<file path="config.mk">
export PLATFORM = sky130hd
export DESIGN_NAME = fmdll_frac_div_flat
export DESIGN_NICKNAME = d
export VERILOG_FILES = /design/src/rtl/fmdll_frac_div_if.sv /design/src/rtl/fmdll_frac_div.sv /design/src/flat_wrapper.sv
export SDC_FILE = /design/constraint.sdc
export NUM_CORES = 1
export LEC_CHECK = 0
export CORE_MARGIN = 4
export CORE_UTILIZATION = 60
export CTS_CLUSTER_SIZE = 12
export DETAILED_ROUTE_END_ITERATION = 8
export PLACE_DENSITY = 0.83
export SLEW_MARGIN = 10
export SYNTH_ARGS = -nofsm -noshare
export SYNTH_HDL_FRONTEND = slang
export SYNTH_SLANG_ARGS = --single-unit
export TNS_END_PERCENT = 30
</file>
<file path="constraint.sdc">
create_clock -name CLK_exit -period 5.1 [get_ports CLK_exit]
set_input_delay 1.02 -clock CLK_exit [delete_from_list [all_inputs] [get_ports CLK_exit]]
set_output_delay 1.02 -clock CLK_exit [all_outputs]
set_load 0.05 [all_outputs]
</file>
<file path="src/rtl/fmdll_frac_div_if.sv">
// Ratio-control and enable bundle for fmdll_frac_div.
// master drives M/N/cfg_load; slave returns div_en/CLK_div/frame_start/status.
interface fmdll_frac_div_if #(
  parameter int M_W = 2,
  parameter int N_W = 4
);
  logic [M_W-1:0] M;
  logic [N_W-1:0] N;
  logic           cfg_load;
  logic           div_en;
  logic           CLK_div;
  logic           frame_start;
  logic           cfg_busy;
  logic           cfg_err;

  modport master (
    output M, N, cfg_load,
    input  div_en, CLK_div, frame_start,
    input  cfg_busy, cfg_err
  );

  modport slave (
    input  M, N, cfg_load,
    output div_en, CLK_div, frame_start,
    output cfg_busy, cfg_err
  );
endinterface

</file>
<file path="src/rtl/fmdll_frac_div.sv">
// Fractional clock-enable divider: M enables per N-cycle frame on CLK_exit.
// Ports: CLK_exit, rst_n (async low), bus (slave: M/N/cfg_load in, pulses+status out).
module fmdll_frac_div #(
  parameter int M_W   = 2,
  parameter int N_W   = 4,
  parameter int M_RST = 1,
  parameter int N_RST = 2
) (
  input  logic              CLK_exit,
  input  logic              rst_n,
  fmdll_frac_div_if.slave   bus
);
  localparam int AW = N_W + 1;

  logic [M_W-1:0] m_q, m_d, mp_q, mp_d;
  logic [N_W-1:0] n_q, n_d, np_q, np_d;
  logic [N_W-1:0] cnt_q, cnt_d;
  logic [AW-1:0]  acc_q, acc_d, sum;
  logic           pend_q, pend_d;
  logic           en_q, en_d;
  logic           clk_q, clk_d;
  logic           fs_q, fs_d;
  logic           err_q, err_d;
  logic           wrap, req_ok;

  always_comb begin
    sum    = acc_q + AW'(m_q);
    wrap   = (cnt_q == n_q - 1'b1);
    req_ok = (bus.M != '0) && (bus.N != '0)
          && (AW'(bus.M) <= AW'(bus.N));
    m_d    = m_q;
    n_d    = n_q;
    mp_d   = mp_q;
    np_d   = np_q;
    pend_d = pend_q;
    err_d  = err_q;
    clk_d  = clk_q;
    fs_d   = wrap;
    cnt_d  = wrap ? '0 : cnt_q + 1'b1;
    unique case (1'b1)
      (sum >= AW'(n_q)): begin
        acc_d = sum - AW'(n_q);
        en_d  = 1'b1;
        clk_d = ~clk_q;
      end
      default: begin
        acc_d = sum;
        en_d  = 1'b0;
      end
    endcase
    // Only a request pending before this wrap is applied here.
    if (wrap && pend_q) begin
      m_d    = mp_q;
      n_d    = np_q;
      acc_d  = '0;
      pend_d = 1'b0;
    end
    // A load on the wrap edge re-arms pend for the next wrap.
    if (bus.cfg_load) begin
      if (req_ok) begin
        mp_d   = bus.M;
        np_d   = bus.N;
        pend_d = 1'b1;
        err_d  = 1'b0;
      end else begin
        err_d  = 1'b1;
      end
    end
  end

  always_ff @(posedge CLK_exit or negedge rst_n) begin
    if (!rst_n) begin
      m_q    <= M_W'(M_RST);
      n_q    <= N_W'(N_RST);
      mp_q   <= '0;
      np_q   <= '0;
      pend_q <= 1'b0;
      acc_q  <= '0;
      cnt_q  <= '0;
      en_q   <= 1'b0;
      clk_q  <= 1'b0;
      fs_q   <= 1'b0;
      err_q  <= 1'b0;
    end else begin
      m_q    <= m_d;
      n_q    <= n_d;
      mp_q   <= mp_d;
      np_q   <= np_d;
      pend_q <= pend_d;
      acc_q  <= acc_d;
      cnt_q  <= cnt_d;
      en_q   <= en_d;
      clk_q  <= clk_d;
      fs_q   <= fs_d;
      err_q  <= err_d;
    end
  end

  assign bus.div_en      = en_q;
  assign bus.CLK_div     = clk_q;
  assign bus.frame_start = fs_q;
  assign bus.cfg_busy    = pend_q;
  assign bus.cfg_err     = err_q;
endmodule
</file>
<file path="src/flat_wrapper.sv">
// flat-port wrapper written by rule: the top's interface ports become plain ports
module fmdll_frac_div_flat 
#(
  parameter int M_W   = 2,
  parameter int N_W   = 4,
  parameter int M_RST = 1,
  parameter int N_RST = 2
)
  (CLK_exit, rst_n, bus_M, bus_N, bus_cfg_load, bus_div_en, bus_CLK_div, bus_frame_start, bus_cfg_busy, bus_cfg_err);
  fmdll_frac_div_if #(.M_W(M_W), .N_W(N_W)) bus_i ();
  input  logic CLK_exit;
  input  logic rst_n;
  input wire logic [$bits(bus_i.M)-1:0] bus_M;
  input wire logic [$bits(bus_i.N)-1:0] bus_N;
  input wire logic [$bits(bus_i.cfg_load)-1:0] bus_cfg_load;
  output wire logic [$bits(bus_i.div_en)-1:0] bus_div_en;
  output wire logic [$bits(bus_i.CLK_div)-1:0] bus_CLK_div;
  output wire logic [$bits(bus_i.frame_start)-1:0] bus_frame_start;
  output wire logic [$bits(bus_i.cfg_busy)-1:0] bus_cfg_busy;
  output wire logic [$bits(bus_i.cfg_err)-1:0] bus_cfg_err;
  assign bus_i.M = bus_M;
  assign bus_i.N = bus_N;
  assign bus_i.cfg_load = bus_cfg_load;
  assign bus_div_en = bus_i.div_en;
  assign bus_CLK_div = bus_i.CLK_div;
  assign bus_frame_start = bus_i.frame_start;
  assign bus_cfg_busy = bus_i.cfg_busy;
  assign bus_cfg_err = bus_i.cfg_err;
  fmdll_frac_div #(.M_W(M_W), .N_W(N_W), .M_RST(M_RST), .N_RST(N_RST)) u_core (.CLK_exit(CLK_exit), .rst_n(rst_n), .bus(bus_i));
endmodule
</file>
==> metrics.md, run 1 <==
| Metric | Value |
|---|---|
| Setup Viol. Count Final | `0` |
| Ys Warns | `0` |
| Crit-path max FO | `8` |
| TritonCTS Buffers | `3` |
| Final period utilization | `55.4%` |
| Status | `completed` |
| Clock Path Buffers | `2` |
| GR Util met2 | `31.4%` |
| Antenna violations before repair | `0` |
| Met1 Track Usage GR | `23.4%` |
| Slowest cell on the critical path | `clkdlybuf4s50_1` |
| Vias in the first global route | `969` |
| Horiz. Die Dim | `56.4 um` |
| Share of layout cells above drive strength 1 | `16.1%` |
| CP Launch Type | `primary input` |
| Overall global routing resource usage | `18.3%` |
| Largest net degree at the start of global routing | `27` |
| GRT busiest layer | `met2` |
| Die Y | `56.4 um` |
| Most frequent cells in the layout | `24 x dfrtp_1, 12 x clkdlybuf4s50_1, 11 x inv_1, 11 x nor2_1, 10 x ha_1` |
| Starting Density | `63.5%` |
| RD Place Congestion | `0.735` |
| Post-synthesis register bit count | `26` |
| Final ANT Viol Nets | `0` |
| Worst-path clk slew | `140 ps` |
| Worst path cell trace | `clkdlybuf4s50_1 -> inv_1 -> ha_1 -> nor2b_1 -> o21ai_0 -> o21ai_0 -> a21oi_2 -> mux2_2` |
| Worst setup path class | `in -> reg` |
| Fmax | `354 MHz` |
| Worst min-delay path class | `reg -> reg` |
| Syn Area/Cell | `11.6 um^2` |
| Post-cts resize count | `0` |
| Final Critical Period | `2830 ps` |
| Global-route wire length before repair | `4550 um` |
| # diodes | `0` |
| # nets final | `159` |
| CTS H-tree depth | `1` |
| Area delta synth->final | `13.2%` |
| Hold buffer count at cts | `0` |
| Cell variety after synth | `32` |
| Max_cap viols | `0` |
| Post-detailed-routing wire length | `2520 um` |
| Ys async rst share | `100%` |
| Buffers and inverters on the worst path | `2` |
| Routed WL per cell | `15.3 um` |
| Seq/Total Area, Yosys | `46.5%` |
| Most frequent cell on the critical path | `o21ai_0` |
| Multi-input gate area | `699 um^2` |
| Global Route met3 Usage | `4.37%` |
| Rows | `17` |
| Critical path endpoint category | `register` |
| CP required | `5320 ps` |
| Initial DRC count | `18` |
| Number of fill cells | `166` |
| Mapped Nets | `142` |
| Top FF cell, synth | `dfrtp_1` |
| Cell count after synthesis | `121` |
| Crit path largest cell delay | `510 ps` |
| CP arrival | `3050 ps` |
| Residual DRC | `0` |
| Clock Sinks | `26` |
| Setup TNS | `0 ps` |
| Most common library cell in the layout ignoring fill and taps | `dfrtp_1` |
| Reg area | `653 um^2` |
| Port Buf Inserts | `13` |
| Core ar. | `2210 um^2` |
| Vias | `915` |
| CTS tree | `built` |
| Post-CTS setup buffers | `0` |
| IO Pins | `14` |
| Number of synthesized flops with an enable pin | `0` |
| Final Hold Vio Count | `0` |
| Max-slew headroom | `61.9%` |
| Crit path max-delay family | `compound AO/OA/AOI/OAI gates` |
| Drt first pass iters | `4` |
| Die area | `3180 um^2` |
| Global route overflow | `0` |
| Clk root buf | `clkbuf_4` |
| Clk Latency, worst-skew pair | `320 ps` |
| Slew Viols, Final | `0` |
| Worst-Margin Slew | `572 ps` |
| Clock Skews | `5.86 ps` |
| Via-to-Cell Ratio | `5.55` |
| Mapped cell area | `1410 um^2` |
| Hpwl dp | `1940 um` |
| RSZ-0062 raised after global routing | `false` |
-- path summary, 6_finish.rpt --
check / slack [ps] / to / cells past startpoint / startpoint
min in group asynchronous: 670 / u_core.acc_q[4] / 1 / rst_n
hold / removal: 490 / u_core.bus.CLK_div / 1 / u_core.bus.CLK_div
setup reg to reg: 2530 / u_core.acc_q[1] / 6 / u_core.m_q[0]
setup / recovery: 2270 / u_core.np_q[1] / 8 / bus_N[1]
hold reg to reg: 490 / u_core.bus.CLK_div / 1 / u_core.bus.CLK_div
max in group asynchronous: 4050 / u_core.n_q[1] / 1 / rst_n
-- state kept, by name (all words and copies together), names as in the netlist --
name and cells:
u_core.bus.cfg_busy 1, u_core.bus.CLK_div 1, u_core.mp_q 2, u_core.bus.frame_start 1, u_core.m_q 2, u_core.bus.div_en 1
u_core.bus.cfg_err 1, u_core.acc_q 5, u_core.cnt_q 4, u_core.np_q 4, u_core.n_q 4
-- logic make-up after synthesis --
family | count (synthesis) | synth area share [%]
and+or+nand+nor | 29 | 11.0
adders and majority gates | 12 | 11.8
muxes | 12 | 10.2
xor gates and xnor gates | 13 | 9.08
AOI/OAI and AO/OA | 17 | 7.75
DFF | 26 | 46.5
buffers and inverters | 12 | 3.74
-- cells in the mapped netlist (2+ instances only) --
cell type | count | area share (%)
fa_1 | 2 | 2.8
dfstp_2 | 2 | 3.7
mux2_2 | 7 | 5.6
nor2_1 | 11 | 2.9
mux2_4 | 3 | 3.2
nand3_1 | 3 | 1.1
mux2i_1 | 2 | 1.4
nand2_1 | 4 | 1.1
dfrtp_1 | 24 | 43
ha_1 | 10 | 8.9
inv_1 | 11 | 2.9
xnor2_1 | 5 | 3.1
a211oi_1 | 3 | 1.6
nand2b_1 | 2 | 0.89
o21ai_0 | 7 | 2.5
a21oi_1 | 2 | 0.71
nor2b_1 | 2 | 0.89
xor2_1 | 7 | 4.4
-- final cells by class --
type / count / area share, %
multi-input combinational: 83 / 44.0
sequential: 26 / 41.1
timing repair buffer: 13 / 7.87
inverter: 11 / 2.60
clock buffer: 4 / 2.28
tap: 28 / 2.20
-- per-layer routing --
metal,vias up,part of all wire [%]
li1,441,-
met1,455,43
met2,17,53
met3,2,3.3
met4,0,0.68
met5,-,0
-- metrics by stage --
stage | setup WS (ps) | instance area [um^2] | hold slack, ps | util, % | std cells
global placement | 2080 | 1560 | 454 | 70.5 | 161
floorplan | 2660 | 1410 | 472 | - | 121
detailed placement | 1920 | 1560 | 472 | 70.5 | 161
finish | 2270 | 1590 | 488 | 71.9 | 165
global route | 2200 | 1590 | 534 | 71.9 | 165
CTS | 2270 | 1600 | 491 | 72.1 | 165
Power of run 1 is not shown: default switching activity piles up to over one toggle a cycle in this logic, so the estimate is an artifact.
==> run 2: changes to the inputs <==
Settings changed: CORE_UTILIZATION 60 to 50, PLACE_DENSITY 0.83 to 0.74.
Clock period 5.1 ns to 2.3 ns, I/O delays scaled along.
==> run 2 against run 1 <==
- the flow now finishes with violations (negative setup slack)
- flip-flop and latch count unchanged
- register-to-register slack got worse by 2500 ps
- die area increased by 17%
- critical path depth decreased by 1
- sequential share of layout area decreased by 4.3 points
- critical path type is now reg -> reg
- routed wire length increased by 9.8%
==> metrics.md, run 2 (synthesized netlist as in run 1, its figures left out) <==
| Metric | Value |
|---|---|
| Most common library cell in the layout ignoring fill and taps | `dfrtp_1 (unchanged)` |
| CP Launch Type | `register (was primary input)` |
| Crit path largest cell delay | `580 ps (was 510 ps)` |
| CP required | `2520 ps (was 5320 ps)` |
| Failing checks | `negative setup slack` |
| IO Pins | `14 (unchanged)` |
| Worst min-delay path class | `in -> async (was reg -> reg)` |
| Routed WL per cell | `15.5 um (was 15.3 um)` |
| Horiz. Die Dim | `61.0 um (was 56.4 um)` |
| Via-to-Cell Ratio | `5.38 (was 5.55)` |
| Drt first pass iters | `4 (unchanged)` |
| Final period utilization | `101%` |
| Largest Register | `u_core.acc_q (unchanged)` |
| Worst setup path class | `reg -> reg (was in -> reg)` |
| Die Y | `61.0 um (was 56.4 um)` |
| Clock Path Buffers | `2 (unchanged)` |
| CTS H-tree depth | `1 (unchanged)` |
| Max_cap viols | `0 (unchanged)` |
| Area delta synth->final | `26.5% (was 13.2%)` |
| Slew Viols, Final | `0 (unchanged)` |
| Worst path cell trace | `ha_4 -> fa_2 -> ha_4 -> a211oi_4 -> o211ai_4 -> mux2i_1 -> nor2_1 (was clkdlybuf4s50_1 -> inv_1 -> ha_1 -> nor2b_1 -> o21ai_0 -> o21ai_0 -> a21oi_2 -> mux2_2)` |
| Final Hold Vio Count | `0 (unchanged)` |
| Slack of the critical path | `-15.6 ps (was 2270 ps)` |
| Share of layout cells above drive strength 1 | `29.1% (was 16.1%)` |
| Global-route wire length before repair | `4710 um (was 4550 um)` |
| Overall global routing resource usage | `17.4% (was 18.3%)` |
| Starting Density | `54.7% (was 63.5%)` |
| Max reg flops | `5 (unchanged)` |
| Clock Skews | `6.86 ps (was 5.86 ps)` |
| # diodes | `0 (unchanged)` |
| Hold buffer count at cts | `0 (unchanged)` |
| Port Buf Inserts | `13 (unchanged)` |
| Max-slew headroom | `66.8% (was 61.9%)` |
| Rows | `18 (was 17)` |
| Slowest cell on the critical path | `dfstp_2 (was clkdlybuf4s50_1)` |
| Die area | `3720 um^2 (was 3180 um^2)` |
| Core ar. | `2570 um^2 (was 2210 um^2)` |
| Most frequent cell on the critical path | `ha_4 (was o21ai_0)` |
| Clk Latency, worst-skew pair | `320 ps (about the same)` |
| Largest net degree at the start of global routing | `27 (unchanged)` |
| Status | `complete, but fails checks (was completed)` |
| Setup Viol. Count Final | `1 (was 0)` |
| Vias | `958 (was 915)` |
| Vias in the first global route | `1067 (was 969)` |
| Final ANT Viol Nets | `0 (unchanged)` |
| Worst hold slack | `477 ps (was 488 ps)` |
| Global route overflow | `0 (unchanged)` |
| Worst-path clk slew | `140 ps (about the same)` |
| Critical path endpoint category | `register (unchanged)` |
| CP arrival | `2540 ps (was 3050 ps)` |
| Hpwl dp | `2000 um (was 1940 um)` |
| Residual DRC | `0 (unchanged)` |
| Initial DRC count | `57 (was 18)` |
| Post-detailed-routing wire length | `2760 um (was 2520 um)` |
| TritonCTS Buffers | `3 (unchanged)` |
| # nets final | `170 (was 159)` |
| Final Critical Period | `2320 ps` |
| Clock Sinks | `26 (unchanged)` |
| Post-route core utilization | `69.2% (was 71.9%)` |
| RD Place Congestion | `0.775 (was 0.735)` |
| Worst-Margin Slew | `496 ps (was 572 ps)` |
| RSZ-0062 raised after global routing | `true (was false)` |
| Fmax | `432 MHz` |
| Most frequent cells in the layout | `24 x dfrtp_1, 13 x clkdlybuf4s50_1, 11 x inv_1, 11 x nor2_1, 10 x buf_4 (was 24 x dfrtp_1, 12 x clkdlybuf4s50_1, 11 x inv_1, 11 x nor2_1, 10 x ha_1)` |
| Crit-path max FO | `8 (unchanged)` |
| CTS tree | `built (unchanged)` |
| Antenna violations before repair | `0 (unchanged)` |
| Clk root buf | `clkbuf_4 (unchanged)` |
[run 2: layout make-up]
| cell class | instances | area (um^2) |
|---|---|---|
| flip-flops and latches | 26 | 653 |
| inverters | 11 | 41.3 |
| clock buffers | 4 | 26.3 |
| multi-input cells | 83 | 795 |
| fillers | 197 | 790 |
| repair buffers | 24 | 225 |
| well taps | 30 | 37.5 |
[run 2: per-stage QoR]
stage / setup WS (ps) / instance area (um^2) / TNS, ps / std cells
global placement: -128 / 1610 / -1080 / 170
CTS: 4.74 / 1750 / 0 / 177
finish: -15.6 / 1780 / -15.6 / 178
detailed placement: -223 / 1610 / -1660 / 170
floorplan: 14.8 / 1410 / 0 / 121
global route: -91.6 / 1780 / -215 / 178
[run 2: worst max-delay path, delay by kind of cell (launching register included)]
| kind | cells | cell delay, ps |
|---|---|---|
| AND/OR/NAND/NOR | 1 | 60 |
| multiplexers | 1 | 260 |
| flip-flops | 1 | 580 |
| AO/OA/AOI/OAI | 2 | 420 |
| adder cells (fa/ha/maj) | 3 | 900 |
[run 2: timing repair]
| item | in CTS | in global routing |
|---|---|---|
| pin swaps | 7 | 7 |
| endpoints found under the setup margin | 7 | 6 |
| buffers inserted | 3 | 1 |
| gates resized for setup | 14 | 4 |
| gates cloned | 0 | 0 |
[run 2: final timing paths]
| path | start | endpoint | slack [ps] | cells past startpoint |
|---|---|---|---|---|
| setup / recovery | u_core.m_q[0] | u_core.acc_q[3] | -20 | 7 |
| setup reg to reg | u_core.m_q[0] | u_core.acc_q[3] | -20 | 7 |
| hold reg to reg | u_core.bus.CLK_div | u_core.bus.CLK_div | 480 | 1 |
| max in group asynchronous | rst_n | u_core.n_q[1] | 1510 | 2 |
| hold / removal | rst_n | u_core.cnt_q[0] | 480 | 2 |
| min in group CLK_exit | u_core.bus.CLK_div | u_core.bus.CLK_div | 480 | 1 |
[run 2: metal layers]
layer / up-vias / global-route usage [%] / part of all wire [%]
met4: 0 / 6.81 / 1.0
li1: 465 / - / -
met2: 20 / 31.9 / 53
met3: 4 / 4.19 / 3.1
met1: 469 / 19.5 / 43
met5: - / 0 / 0
Power of run 2 is left out for the same reason.
==> run 3: changes to the inputs <==
Settings changed: ABC_AREA set to 0, CORE_MARGIN 4 to 10, SKIP_CTS_REPAIR_TIMING set to 1.
==> run 3 against run 2 <==
- the flow now finishes without violations
- clock-buffer cell count fell by 1
- non-clock buffer count rose by 2
- via count is 0.63% lower
- maximum frequency is 0.84% higher
- global-route usage is 7.5 points lower
- highest routed layer unchanged
==> metrics.md, run 3 (synthesized netlist as in run 1, its figures left out) <==
| Metric | Value |
|---|---|
| Final Critical Period | `2300 ps (was 2320 ps)` |
| Clk Latency, worst-skew pair | `320 ps (about the same)` |
| Final Hold Vio Count | `0 (unchanged)` |
| Die Y | `73.0 um (was 61.0 um)` |
| # diodes | `0 (unchanged)` |
| Setup TNS | `0 ps (was -15.6 ps)` |
| CP Launch Type | `register (unchanged)` |
| Worst min-delay path class | `in -> async (unchanged)` |
| Placed Cells | `173 (was 170)` |
| Max_cap viols | `0 (unchanged)` |
| Area delta synth->final | `26.8% (was 26.5%)` |
| Worst-Margin Slew | `500 ps (was 496 ps)` |
| Max-slew headroom | `66.5% (was 66.8%)` |
| Clk root buf | `clkbuf_4 (unchanged)` |
| RSZ-0062 raised after global routing | `true (unchanged)` |
| Via-to-Cell Ratio | `5.29 (was 5.38)` |
| Port Buf Inserts | `13 (unchanged)` |
| CP required | `2520 ps (about the same)` |
| Rows | `19 (was 18)` |
| Initial DRC count | `30 (was 57)` |
| Worst-path clk slew | `130 ps (was 140 ps)` |
| Status | `completed (was complete, but fails checks)` |
| Core ar. | `2710 um^2 (was 2570 um^2)` |
| Hpwl dp | `2000 um (about the same)` |
| Clock Path Buffers | `2 (unchanged)` |
| Fmax | `435 MHz (was 432 MHz)` |
| Crit-path max FO | `7 (was 8)` |
| Horiz. Die Dim | `73.0 um (was 61.0 um)` |
| FF-to-FF setup slack | `4 ps (was -20 ps)` |
| Largest Register | `u_core.acc_q (unchanged)` |
| Largest net degree at the start of global routing | `27 (unchanged)` |
| CTS H-tree depth | `1 (unchanged)` |
| Post-detailed-routing wire length | `2620 um (was 2760 um)` |
| Drt first pass iters | `4 (unchanged)` |
| CTS tree | `built (unchanged)` |
| Clock Skews | `3.66 ps (was 6.86 ps)` |
| Setup Viol. Count Final | `0 (was 1)` |
| CP arrival | `2510 ps (was 2540 ps)` |
| Slew Viols, Final | `0 (unchanged)` |
| Worst setup path class | `reg -> reg (unchanged)` |
| Worst hold slack | `482 ps (was 477 ps)` |
| Max reg flops | `5 (unchanged)` |
| Routed WL per cell | `14.6 um (was 15.5 um)` |
| TritonCTS Buffers | `3 (unchanged)` |
| Clock Sinks | `26 (unchanged)` |
| Most common library cell in the layout ignoring fill and taps | `dfrtp_1 (unchanged)` |
| Antenna violations before repair | `0 (unchanged)` |
| Residual DRC | `0 (unchanged)` |
| Vias | `952 (was 958)` |
| Overall global routing resource usage | `9.92% (was 17.4%)` |
| Global route overflow | `0 (unchanged)` |
| Final ANT Viol Nets | `0 (unchanged)` |
| Starting Density | `51.8% (was 54.7%)` |
| # nets final | `172 (was 170)` |
| Global-route wire length before repair | `4310 um (was 4710 um)` |
| Die area | `5330 um^2 (was 3720 um^2)` |
| IO Pins | `14 (unchanged)` |
| Most frequent cells in the layout | `24 x dfrtp_1, 13 x clkdlybuf4s50_1, 11 x inv_1, 11 x nor2_1, 11 x buf_4 (was 24 x dfrtp_1, 13 x clkdlybuf4s50_1, 11 x inv_1, 11 x nor2_1, 10 x buf_4)` |
| Final period utilization | `99.8% (was 101%)` |
| Fin cells | `180 (was 178)` |
| Vias in the first global route | `982 (was 1067)` |
| Critical path endpoint category | `register (unchanged)` |
| Share of layout cells above drive strength 1 | `28.2% (was 29.1%)` |
| RD Place Congestion | `0.774 (was 0.775)` |
[run 3: cell types whose count changed in the layout (fill, tap and decap cells not counted), sizes merged]
cell / delta
clkbuf: -1
buf: +2
[run 3: final cells by class]
cell class                 instances  area [um^2]
clock buffer                       3         22.5
fill                             223          928
inverter                          11         41.3
multi-input combinational         83          791
sequential                        26          653
tap                               31         38.8
timing repair buffer              26          235
[run 3: routing by layer]
metal	vias to the layer above	track usage, %	part of all wire, %
met3	4	3.27	4.2
met4	0	2.53	0.95
met2	12	16.7	52
li1	468	-	-
met1	468	11.8	43
met5	-	0	0
[run 3: path summary, 6_finish.rpt]
path | from | end | cells after the start
setup / recovery | u_core.m_q[0] | u_core.bus.CLK_div | 7
hold / removal | rst_n | u_core.n_q[2] | 2
setup reg to reg | u_core.m_q[0] | u_core.bus.CLK_div | 7
hold reg to reg | u_core.bus.CLK_div | u_core.bus.CLK_div | 1
max in group asynchronous | rst_n | u_core.m_q[0] | 2
min in group CLK_exit | u_core.bus.CLK_div | u_core.bus.CLK_div | 1
[run 3: through the flow]
step	utilization [%]	area, um^2	setup slack (ps)
detailed placement	60.2	1630	-145
floorplan	-	1410	14.8
global placement	60.2	1630	-125
finish	65.7	1780	3.75
CTS	61.0	1650	-204
global route	65.7	1780	-67.2
[run 3: critical path, stage by stage, from the launching register on]
cell	delay, ps
dfstp_2	580
ha_4	140
fa_2	470
ha_4	240
a211oi_4	300
o211ai_4	160
buf_4	180
xor2_1	130
Power of run 3 is left out for the same reason.
==> patch: new RTL, flow settings as in run 2 <==
`M_W` is set to 2 in 3 places; all go to 3.
--- a/src/rtl/fmdll_frac_div_if.sv
+++ b/src/rtl/fmdll_frac_div_if.sv
@@ -1,7 +1,7 @@
 // Ratio-control and enable bundle for fmdll_frac_div.
 // master drives M/N/cfg_load; slave returns div_en/CLK_div/frame_start/status.
 interface fmdll_frac_div_if #(
-  parameter int M_W = 2,
+  parameter int M_W = 3,
   parameter int N_W = 4
 );
   logic [M_W-1:0] M;
--- a/src/rtl/fmdll_frac_div.sv
+++ b/src/rtl/fmdll_frac_div.sv
@@ -1,7 +1,7 @@
 // Fractional clock-enable divider: M enables per N-cycle frame on CLK_exit.
 // Ports: CLK_exit, rst_n (async low), bus (slave: M/N/cfg_load in, pulses+status out).
 module fmdll_frac_div #(
-  parameter int M_W   = 2,
+  parameter int M_W   = 3,
   parameter int N_W   = 4,
   parameter int M_RST = 1,
   parameter int N_RST = 2
--- a/src/flat_wrapper.sv
+++ b/src/flat_wrapper.sv
@@ -1,7 +1,7 @@
 // flat-port wrapper written by rule: the top's interface ports become plain ports
 module fmdll_frac_div_flat 
 #(
-  parameter int M_W   = 2,
+  parameter int M_W   = 3,
   parameter int N_W   = 4,
   parameter int M_RST = 1,
   parameter int N_RST = 2
Interface: changed (resized bus_M); port bits go from 14 to 15. No check against the original RTL was run, so the function may have changed too.
==> patch against run 2 <==
  * The run still ends with setup timing left
  * Core utilization up 1.9 points
  * Setup slack lost 0.23 ns
  * Sequential share of layout area down 1.8 points
  * First-iteration DRC count shrank 28%
  * Final area rose by 13%
  * Sequential cell count up 2
  * Critical path depth up 2
  * Area after synthesis rose by 7.9%
  * Clock skew rose by 0.0054 ns
  * Wire length increased by 16%
  * Hold slack better by 0.0071 ns
  * Highest routed layer unchanged
Power is not shown: default switching activity piles up to over one toggle a cycle in this logic, so the estimate is an artifact.
==> patch: results (changes against run 2) <==
Cells and area
  – Final Net Count: 199 (+17%)
  – Finished Layout Cells: 205 (+15%)
  – Largest Register: u_core.acc_q
  – Fillers: 217 (+10%)
  – Share of cells above drive strength 1: 31.6% (+2.6 points)
  – # diodes: 0 (unchanged)

Clock network
  – Worst-case clock buffer depth: 2 (unchanged)
  – H-tree levels: 1 (unchanged)
  – Cts bufs inserted: 3 (unchanged)
  – Worst-path clk slew: 0.15 ns

Setup path
  – Slowest cell on crit path: dfrtp_1
  – Worst Setup Start Kind: register
  – Crit path max fanout: 5 (-3)
  – Reg2reg start: u_core.m_q[1]
  – Number of cells on the worst reg-to-reg path: 9 (+2)
  – Data arrival, critical path: 2.78 ns (+0.24 ns)
  – Slowest stage delay, CP: 0.43 ns (-0.15 ns)
  – Worst flop-to-flop path endpoint: u_core.acc_q[0]

STA
  – Worst setup margin: -0.242 ns (-0.227 ns)
  – Setup-failing EPs final: 7 (+6)
  – Slew headroom: 65.6% (-1.2 points)
  – Setup Skew: 0.0123 ns (+0.00541 ns)

Outcome
  – Failing checks: setup timing
  – Result of the run: finished with violations

Synth
  – Post-synthesis cell type count: 34 (+6.3%)
  – Syn Inst Count: 135 (+12%)
  – Ys async rst share: 100% (unchanged)
  – Synth cell count leaders: dfrtp_1 (26), inv_1 (14), ha_1 (12), xnor2_1 (11), nor2_1 (9)
  – Register area share after synthesis: 46.4% (-0.11 points)
  – Net Count, Synth: 159 (+12%)
  – Top cells by area, synth: dfrtp_1 (43%), ha_1 (9.9%), xnor2_1 (6.4%), dfstp_2 (3.5%), inv_1 (3.5%)

GRT
  – Largest net degree at the start of global routing: 29 (+7.4%)
  – GRT Overall Usage: 17.0% (-0.42 points)
  – Initial antenna violation count: 0 (unchanged)
  – Vias in the first global route: 1178 (+10%)
  – First-pass GRT wire length: 5.27 mm (+12%)

Placed design
  – Worst slack, placed: -0.271 ns (-0.0484 ns)
  – Dpl cells: 189 (+11%)
  – Placed inst area: 1780 um^2 (+10%)
  – Number of buffers added on ports: 14 (+1)
  – Dpl hpwl: 2.11 mm (+5.5%)
  – GPL Wtd Cong: 0.777 (+0.34%)

Drt
  – DR WL met3: 96 um (+12%)
  – Vias per cell: 5.44 (+1.1%)
  – Drt first-iter violations: 41 (-28%)
  – WL met2: 1.70 mm (+16%)
  – Final wirelength: 3.20 mm (+16%)
  – WL met1: 1.33 mm (+12%)
  – Top sig layer: met4

Hold path
  – Hold Path Class: in2async
patch: worst max-delay path by stage:
| stage | endpoint | slack, ns | depth (start not counted) |
|---|---|---|---|
| after CTS | u_core.acc_q[3] | -0.18 | 10 |
| after floorplan | u_core.acc_q[4] | -0.08 | 9 |
| final | u_core.acc_q[0] | -0.24 | 9 |
| after global placement | u_core.acc_q[3] | -0.18 | 9 |
| after global routing | u_core.acc_q[2] | -0.32 | 11 |
| after detailed placement | u_core.acc_q[0] | -0.27 | 8 |
patch: area by class of cell:
cell class | instances | area share (%)
multi-input cells | 89 | 42.4
flip-flops and latches | 28 | 34.9
repair buffers | 38 | 16.1
inverters | 15 | 2.80
well taps | 31 | 1.93
clock buffers | 4 | 1.80
patch: cells by family after synthesis:
logic type               synth area share [%]
AO/OA/AOI/OAI                            11.5
adder cells (fa/ha/maj)                  12.5
AND/OR/NAND/NOR                          9.41
flip-flops                               46.4
XOR/XNOR                                 8.09
buffers and inverters                    4.87
multiplexers                             7.26
patch: per-stage QoR:
| stage | hold WS (ns) | setup TNS (ns) | utilization [%] |
|---|---|---|---|
| 5_1_grt | 0.487 | -1.86 | 71.2 |
| 3_3_place_gp | 0.462 | -1.62 | 62.8 |
| 2_1_floorplan | 0.164 | -0.460 | - |
| 4_1_cts | 0.485 | -1.12 | 67.8 |
| 3_5_place_dp | 0.497 | -2.24 | 62.8 |
| 6_report | 0.484 | -1.29 | 71.2 |
patch: worst max-delay path, delay by kind of cell, from the launching register on:
kind | cells | cell delay [ns]
XOR/XNOR | 1 | 0.20
flip-flops | 1 | 0.43
adder cells (fa/ha/maj) | 2 | 0.65
AO/OA/AOI/OAI | 4 | 0.86
buffers and inverters | 2 | 0.32
patch: repair_timing:
action | CTS | global route
setup endpoints to repair | 7 | 9
hold buffers | 0 | 0
setup buffers | 7 | 5
pin swaps | 5 | 2
endpoints found under the hold margin | 0 | 0
resized for setup | 8 | 11
patch: routing by layer:
metal | track usage, % | up-vias
met1 | 20.6 | 547
li1 | - | 538
met3 | 3.02 | 8
met5 | 0 | -
met2 | 29.0 | 23
met4 | 8.54 | 0
